### src/rtl/atm_session_ctrl_pkg.sv
// Shared types for the ATM session controller: FSM states, error codes and
// the status encodings that the combinational authenticator reports.
package atm_session_ctrl_pkg;

    typedef enum logic [2:0] {
        StIdle    = 3'd0,
        StLookup  = 3'd1,
        StWaitPin = 3'd2,
        StCheck   = 3'd3,
        StSession = 3'd4,
        StBusy    = 3'd5
    } state_e;

    typedef enum logic [2:0] {
        ErrNone     = 3'd0,
        ErrNotFound = 3'd1,
        ErrLocked   = 3'd2,
        ErrBadPin   = 3'd3,
        ErrLockout  = 3'd4,
        ErrTimeout  = 3'd5
    } err_code_e;

    localparam logic ACCOUNT_FOUND         = 1'b1;
    localparam logic ACCOUNT_AUTHENTICATED = 1'b1;

    localparam int unsigned AccNumW = 4;
    localparam int unsigned PinW    = 16;

endpackage

### src/rtl/atm_session_ctrl_if.sv
// Signal bundle between the ATM front end / authenticator / datapath and the
// session controller. The controller uses the slave view.
interface atm_session_ctrl_if #(
    parameter int unsigned NUM_ACCOUNTS = 10
);
    import atm_session_ctrl_pkg::*;

    logic                    card_in;
    logic [AccNumW-1:0]      acc_num;
    logic                    pin_valid;
    logic [PinW-1:0]         pin;
    logic                    logout;
    logic                    op_req;
    logic                    op_done;
    logic                    auth_found;
    logic                    auth_ok;
    logic [AccNumW-1:0]      auth_index;
    logic [AccNumW-1:0]      auth_acc_num;
    logic [PinW-1:0]         auth_pin;
    logic                    session_active;
    logic [AccNumW-1:0]      session_index;
    logic                    op_grant;
    logic                    err;
    logic [2:0]              err_code;
    logic [NUM_ACCOUNTS-1:0] locked_mask;

    modport master (
        output card_in, acc_num, pin_valid, pin, logout, op_req, op_done,
        output auth_found, auth_ok, auth_index,
        input  auth_acc_num, auth_pin, session_active, session_index, op_grant,
        input  err, err_code, locked_mask
    );

    modport slave (
        input  card_in, acc_num, pin_valid, pin, logout, op_req, op_done,
        input  auth_found, auth_ok, auth_index,
        output auth_acc_num, auth_pin, session_active, session_index, op_grant,
        output err, err_code, locked_mask
    );

endinterface

### src/rtl/atm_session_ctrl_session_timer.sv
// Idle timer for WAIT_PIN/SESSION: saturating up-counter whose expiry flag is
// raised during the cycle the count reads TIMEOUT_CYCLES-1.
module atm_session_ctrl_session_timer #(
    parameter int unsigned TIMEOUT_CYCLES = 1000
) (
    input  logic clk,
    input  logic rst,
    input  logic clear,
    input  logic enable,
    output logic expired
);
    localparam int unsigned CntW = $clog2(TIMEOUT_CYCLES + 1);

    logic [CntW-1:0] count_q, count_d;

    always_comb begin
        count_d = count_q;
        if (clear) begin
            count_d = '0;
        end else if (enable && (count_q != CntW'(TIMEOUT_CYCLES))) begin
            count_d = count_q + CntW'(1);
        end
    end

    always_ff @(posedge clk) begin
        if (rst) begin
            count_q <= '0;
        end else begin
            count_q <= count_d;
        end
    end

    assign expired = enable && (count_q == CntW'(TIMEOUT_CYCLES - 1));

endmodule

### src/rtl/atm_session_ctrl.sv
// ATM session sequencer: card lookup, PIN checking with lockout, idle timeouts
// and single-transaction grant to the downstream datapath.
module atm_session_ctrl
    import atm_session_ctrl_pkg::*;
#(
    parameter int unsigned MAX_ATTEMPTS   = 3,
    parameter int unsigned TIMEOUT_CYCLES = 1000,
    parameter int unsigned NUM_ACCOUNTS   = 10
) (
    input logic               clk,
    input logic               rst,
    atm_session_ctrl_if.slave bus
);
    localparam int unsigned AttW = $clog2(MAX_ATTEMPTS + 1);

    state_e                  state_q, state_d;
    logic [AttW-1:0]         attempts_q, attempts_d, attempts_inc;
    logic [AccNumW-1:0]      auth_acc_num_q, auth_acc_num_d;
    logic [PinW-1:0]         auth_pin_q, auth_pin_d;
    logic [AccNumW-1:0]      session_index_q, session_index_d;
    logic                    err_q, err_d;
    err_code_e               err_code_q, err_code_d;
    logic [NUM_ACCOUNTS-1:0] locked_mask_q, locked_mask_d;
    logic                    session_active_q, op_grant_q;
    logic                    timer_clear, timer_enable, timer_expired;
    logic                    index_locked;

    assign timer_enable = (state_q == StWaitPin) || (state_q == StSession);
    assign timer_clear  = (state_q == StIdle) || (state_q == StLookup) || (state_q == StCheck) ||
                          ((state_q == StBusy) && bus.op_done);
    assign attempts_inc = attempts_q + AttW'(1);

    atm_session_ctrl_session_timer #(
        .TIMEOUT_CYCLES(TIMEOUT_CYCLES)
    ) u_session_timer (
        .clk    (clk),
        .rst    (rst),
        .clear  (timer_clear),
        .enable (timer_enable),
        .expired(timer_expired)
    );

    // Indices beyond the lock mask are never considered locked.
    always_comb begin
        index_locked = 1'b0;
        for (int unsigned i = 0; i < NUM_ACCOUNTS; i++) begin
            if (bus.auth_index == AccNumW'(i) && locked_mask_q[i]) index_locked = 1'b1;
        end
    end

    always_comb begin
        state_d         = state_q;
        attempts_d      = attempts_q;
        auth_acc_num_d  = auth_acc_num_q;
        auth_pin_d      = auth_pin_q;
        session_index_d = session_index_q;
        err_d           = 1'b0;
        err_code_d      = err_code_q;
        locked_mask_d   = locked_mask_q;

        unique case (state_q)
            StIdle: begin
                if (bus.card_in) begin
                    auth_acc_num_d = bus.acc_num;
                    state_d        = StLookup;
                end
            end
            StLookup: begin
                if (bus.auth_found != ACCOUNT_FOUND) begin
                    err_d      = 1'b1;
                    err_code_d = ErrNotFound;
                    state_d    = StIdle;
                end else if (index_locked) begin
                    err_d      = 1'b1;
                    err_code_d = ErrLocked;
                    state_d    = StIdle;
                end else begin
                    session_index_d = bus.auth_index;
                    attempts_d      = '0;
                    state_d         = StWaitPin;
                end
            end
            StWaitPin: begin
                if (bus.pin_valid) begin
                    auth_pin_d = bus.pin;
                    state_d    = StCheck;
                end else if (bus.logout) begin
                    state_d = StIdle;
                end else if (timer_expired) begin
                    err_d      = 1'b1;
                    err_code_d = ErrTimeout;
                    state_d    = StIdle;
                end
            end
            StCheck: begin
                if (bus.auth_ok == ACCOUNT_AUTHENTICATED) begin
                    state_d = StSession;
                end else if (attempts_inc == AttW'(MAX_ATTEMPTS)) begin
                    for (int unsigned i = 0; i < NUM_ACCOUNTS; i++) begin
                        if (session_index_q == AccNumW'(i)) locked_mask_d[i] = 1'b1;
                    end
                    err_d      = 1'b1;
                    err_code_d = ErrLockout;
                    state_d    = StIdle;
                end else begin
                    attempts_d = attempts_inc;
                    err_d      = 1'b1;
                    err_code_d = ErrBadPin;
                    state_d    = StWaitPin;
                end
            end
            StSession: begin
                if (bus.logout) begin
                    state_d = StIdle;
                end else if (bus.op_req) begin
                    state_d = StBusy;
                end else if (timer_expired) begin
                    err_d      = 1'b1;
                    err_code_d = ErrTimeout;
                    state_d    = StIdle;
                end
            end
            StBusy: begin
                if (bus.op_done) state_d = StSession;
            end
            default: state_d = StIdle;
        endcase

        if ((state_d == StIdle) && (state_q != StIdle)) begin
            auth_pin_d = '0;
            attempts_d = '0;
        end
    end

    always_ff @(posedge clk) begin
        if (rst) begin
            state_q          <= StIdle;
            attempts_q       <= '0;
            auth_acc_num_q   <= '0;
            auth_pin_q       <= '0;
            session_index_q  <= '0;
            err_q            <= 1'b0;
            err_code_q       <= ErrNone;
            locked_mask_q    <= '0;
            session_active_q <= 1'b0;
            op_grant_q       <= 1'b0;
        end else begin
            state_q          <= state_d;
            attempts_q       <= attempts_d;
            auth_acc_num_q   <= auth_acc_num_d;
            auth_pin_q       <= auth_pin_d;
            session_index_q  <= session_index_d;
            err_q            <= err_d;
            err_code_q       <= err_code_d;
            locked_mask_q    <= locked_mask_d;
            session_active_q <= (state_d == StSession) || (state_d == StBusy);
            op_grant_q       <= (state_d == StBusy);
        end
    end

    assign bus.auth_acc_num   = auth_acc_num_q;
    assign bus.auth_pin       = auth_pin_q;
    assign bus.session_active = session_active_q;
    assign bus.session_index  = session_index_q;
    assign bus.op_grant       = op_grant_q;
    assign bus.err            = err_q;
    assign bus.err_code       = err_code_q;
    assign bus.locked_mask    = locked_mask_q;

endmodule

### src/flat_wrapper.sv
// flat-port wrapper written by rule: the top's interface ports become plain ports
module atm_session_ctrl_flat import atm_session_ctrl_pkg::*;
#(
    parameter int unsigned MAX_ATTEMPTS   = 3,
    parameter int unsigned TIMEOUT_CYCLES = 1000,
    parameter int unsigned NUM_ACCOUNTS   = 10
)
  (clk, rst, bus_card_in, bus_acc_num, bus_pin_valid, bus_pin, bus_logout, bus_op_req, bus_op_done, bus_auth_found, bus_auth_ok, bus_auth_index, bus_auth_acc_num, bus_auth_pin, bus_session_active, bus_session_index, bus_op_grant, bus_err, bus_err_code, bus_locked_mask);
  atm_session_ctrl_if #(.NUM_ACCOUNTS(NUM_ACCOUNTS)) bus_i ();
  input logic clk;
  input logic rst;
  input wire logic [$bits(bus_i.card_in)-1:0] bus_card_in;
  input wire logic [$bits(bus_i.acc_num)-1:0] bus_acc_num;
  input wire logic [$bits(bus_i.pin_valid)-1:0] bus_pin_valid;
  input wire logic [$bits(bus_i.pin)-1:0] bus_pin;
  input wire logic [$bits(bus_i.logout)-1:0] bus_logout;
  input wire logic [$bits(bus_i.op_req)-1:0] bus_op_req;
  input wire logic [$bits(bus_i.op_done)-1:0] bus_op_done;
  input wire logic [$bits(bus_i.auth_found)-1:0] bus_auth_found;
  input wire logic [$bits(bus_i.auth_ok)-1:0] bus_auth_ok;
  input wire logic [$bits(bus_i.auth_index)-1:0] bus_auth_index;
  output wire logic [$bits(bus_i.auth_acc_num)-1:0] bus_auth_acc_num;
  output wire logic [$bits(bus_i.auth_pin)-1:0] bus_auth_pin;
  output wire logic [$bits(bus_i.session_active)-1:0] bus_session_active;
  output wire logic [$bits(bus_i.session_index)-1:0] bus_session_index;
  output wire logic [$bits(bus_i.op_grant)-1:0] bus_op_grant;
  output wire logic [$bits(bus_i.err)-1:0] bus_err;
  output wire logic [$bits(bus_i.err_code)-1:0] bus_err_code;
  output wire logic [$bits(bus_i.locked_mask)-1:0] bus_locked_mask;
  assign bus_i.card_in = bus_card_in;
  assign bus_i.acc_num = bus_acc_num;
  assign bus_i.pin_valid = bus_pin_valid;
  assign bus_i.pin = bus_pin;
  assign bus_i.logout = bus_logout;
  assign bus_i.op_req = bus_op_req;
  assign bus_i.op_done = bus_op_done;
  assign bus_i.auth_found = bus_auth_found;
  assign bus_i.auth_ok = bus_auth_ok;
  assign bus_i.auth_index = bus_auth_index;
  assign bus_auth_acc_num = bus_i.auth_acc_num;
  assign bus_auth_pin = bus_i.auth_pin;
  assign bus_session_active = bus_i.session_active;
  assign bus_session_index = bus_i.session_index;
  assign bus_op_grant = bus_i.op_grant;
  assign bus_err = bus_i.err;
  assign bus_err_code = bus_i.err_code;
  assign bus_locked_mask = bus_i.locked_mask;
  atm_session_ctrl #(.MAX_ATTEMPTS(MAX_ATTEMPTS), .TIMEOUT_CYCLES(TIMEOUT_CYCLES), .NUM_ACCOUNTS(NUM_ACCOUNTS)) u_core (.clk(clk), .rst(rst), .bus(bus_i));
endmodule
### config.mk
export PLATFORM = sky130hd
export DESIGN_NAME = atm_session_ctrl_flat
export DESIGN_NICKNAME = d
export VERILOG_FILES = /design/src/rtl/atm_session_ctrl_pkg.sv /design/src/rtl/atm_session_ctrl_if.sv /design/src/rtl/atm_session_ctrl_session_timer.sv /design/src/rtl/atm_session_ctrl.sv /design/src/flat_wrapper.sv
export SDC_FILE = /design/constraint.sdc
export NUM_CORES = 1
export LEC_CHECK = 0
export ABC_CLOCK_PERIOD_IN_PS = 3400
export BUFFER_PORTS_ARGS = -buffer_cell sky130_fd_sc_hd__buf_2
export CORE_MARGIN = 1
export CORE_UTILIZATION = 56
export DETAILED_ROUTE_END_ITERATION = 6
export PLACE_DENSITY = 0.83
export SLEW_MARGIN = 20
export SYNTH_ARGS = -nofsm -noshare
export SYNTH_HDL_FRONTEND = slang
export SYNTH_SLANG_ARGS = --single-unit
### constraint.sdc
create_clock -name clk -period 3.4 [get_ports clk]
set_input_delay 0.51 -clock clk [delete_from_list [all_inputs] [get_ports clk]]
set_output_delay 0.51 -clock clk [all_outputs]
set_load 0.05 [all_outputs]
==> results.yml <==
status:
  status: "completed"
synth:
  synth-async-reset-ratio_pct: 0
  syn-num-nets: 313
  ys_ff_latch: 55
  synth_fa_ha_area_share_pct: 1.45
  syn-cell-area_um2: 2590
  synth_xor_area_share_pct: 3.33
  synth_top_family_by_area: "simple AND/OR/NAND/NOR gates"
  synth_edf_count: 0
  synthMuxAreaShare_pct: 9.94
  syn_area_per_cell_um2: 9.36
  netlist_instances: 277
  ys.flop_type: "dfxtp_1"
  ys_types: 55
  ys_seq_area_share_pct: 42.5
  synth_compound_area_share_pct: 17.4
  synthSimpleGateAreaFrac_pct: 20.2
  yosysWarningCount: 0
run:
  maxCapViolCount: 0
setup_path:
  criticalPathCategory: "reg -> reg"
  arrival_ns: 2.71
  path_cells: "xnor2_2 -> nor4b_2 -> or4_1 -> a41o_1 -> a22oi_1"
  cp-start-kind: "flop"
  crit_slowest_cell: "a41o_1"
  crit_required_ns: 3.55
  endpoint_kind: "flop"
  path_buf_inv: 0
  crit_family: "compound AO/OA/AOI/OAI gates"
  cp_max_fo: 19
  max_stage_delay_ns: 0.73
die:
  start_util_pct: 58.7
  die_h_um: 70.0
  die_w_um: 70.0
  core-area_um2: 4410
  rows: 24
  boundaryPins: 73
  die-area_um2: 4910
timing:
  hold_viol: 0
  rsz0062_at_grt: "false"
  setup_ws_ns: 0.838
  slew_headroom_pct: 38.6
  fin_crit_sh_pct: 75.4
  finalCriticalPeriod_ns: 2.56
  setup_tns_ns: 0
  worst_slew_pin_slew_ns: 0.921
  skew_ns: 0.00552
  clock.fmax_mhz: 390
  setup_viol: 0
  drv_slew: 0
cts:
  clkTransAtPathRegs_ns: 0.09
  clockRootBuffer: "clkbuf_8"
  cts_tree: "done"
  cts_hold_buf: 0
  htree_levels: 2
  clockBufferDepth: 2
  post_cts_resized: 0
  cts_inserted_buffers: 5
  cts_setup_buffers: 0
  numClockSinks: 55
  clk_latency_ns: 0.30
route:
  drc: 0
  firstDrtPassIters: 4
  ant_nets: 0
  routed_wirelength_um: 5310
  via_count: 2182
  first_iter_violations: 136
  wl_per_cell_um: 13.5
  post_drt_via_cell_ratio: 5.54
global_routing:
  grtUsageTotal_pct: 21.8
  grt_pass1_wl_um: 8670
  grt.overflow.total: 0
  grt_pass1_vias: 2014
  antenna_found_initial: 0
  grt_max_degree: 29
worst_hold_path:
  min_path_type: "in -> reg"
cells_and_area:
  layout-drive-gt1-share_pct: 28.9
  final_cell_mix: "72 x buf_2, 55 x dfxtp_1, 38 x nor2_1"
  area_growth_pct: 16.4
  nets: 378
  diodes: 0
  finalInstanceArea_um2: 3020
  layout_commonest_cell: "buf_2"
  finish.utilization_pct: 68.3
  nFillCells: 353
power_and_ir_drop:
  max-vdd-ir-drop_uv: 313
  p_leak_nw: 1.21
  powerDensity_nw_per_um2: 417
  finalPower_mw: 1.26
placement:
  place_area_um2: 2910
  hpwl_um: 4000
  io_buffers: 72
  place_ws_ns: 0.700
  gp_congestion: 0.895
## state kept, by name, summed over array words and instances (netlist names)
| name | cells |
|---|---|
| u_core.attempts_q | 2 |
| u_core.bus.auth_acc_num | 4 |
| u_core.bus.auth_pin | 16 |
| u_core.bus.err | 1 |
| u_core.bus.err_code | 3 |
| u_core.bus.locked_mask | 10 |
| u_core.bus.op_grant | 1 |
| u_core.bus.session_active | 1 |
| u_core.bus.session_index | 4 |
| u_core.state_q | 3 |
| u_core.u_session_timer.count_q | 10 |
## cells in the mapped netlist, drive strengths merged (6+ instances only)
cell   instances  area, um^2
a21oi         33         206
a31oi          6        37.5
buf           10        92.6
dfxtp         55        1100
inv            6        22.5
mux2i         22         220
nand2         16        60.1
nand3         10        50.1
nor2          38         143
nor3           9        45.0
o21ai          6        30.0
## path summary, 6_finish.rpt
kind / cells after the start / slack [ns] / from / end
worst min register to register: 2 / 0.48 / u_core.attempts_q[0] / u_core.attempts_q[0]
worst max register to register: 5 / 0.84 / u_core.state_q[2] / u_core.attempts_q[0]
worst max-delay path: 5 / 0.84 / u_core.state_q[2] / u_core.attempts_q[0]
worst min-delay path: 3 / 0.45 / bus_acc_num[3] / u_core.bus.auth_acc_num[3]
## layout make-up
cell class,instances,area [um^2],area share [%]
clock buffer,6,72.6,2.41
clock inverter,1,30.0,0.995
inverter,6,22.5,0.747
multi-input combinational,201,1360,45.0
sequential,55,1100,36.5
tap,52,65.1,2.16
timing repair buffer,73,368,12.2
## power breakdown
group	switching, mW	internal [mW]
sequential	0.0150	0.658
clock	0.191	0.216
combinational	0.120	0.0593
## tightest hold or removal path, cell delays in order
cell and delay, ns:
buf_2 0.08, mux2i_1 0.06, nor2_1 0.08
## cell families after synthesis
group	count (synthesis)
flops	55
buf+inv	21
fa+ha+maj	3
compound gates	61
xor+xnor	9
mux	25
simple gates	103
## per-layer routing
layer	vias up	global-route usage, %	routed length, um
li1	1114	-	-
met1	1003	26.1	2370
met2	56	37.6	2600
met3	9	5.92	245
met4	0	7.56	92
met5	-	0	0
## stage by stage
stage          hold WS [ns]  instances
2_1_floorplan         0.449        277
3_3_place_gp          0.461        387
3_5_place_dp          0.475        387
4_1_cts               0.450        394
5_1_grt               0.464        394
6_report              0.454        394
Power figures use the tool's default switching activity.
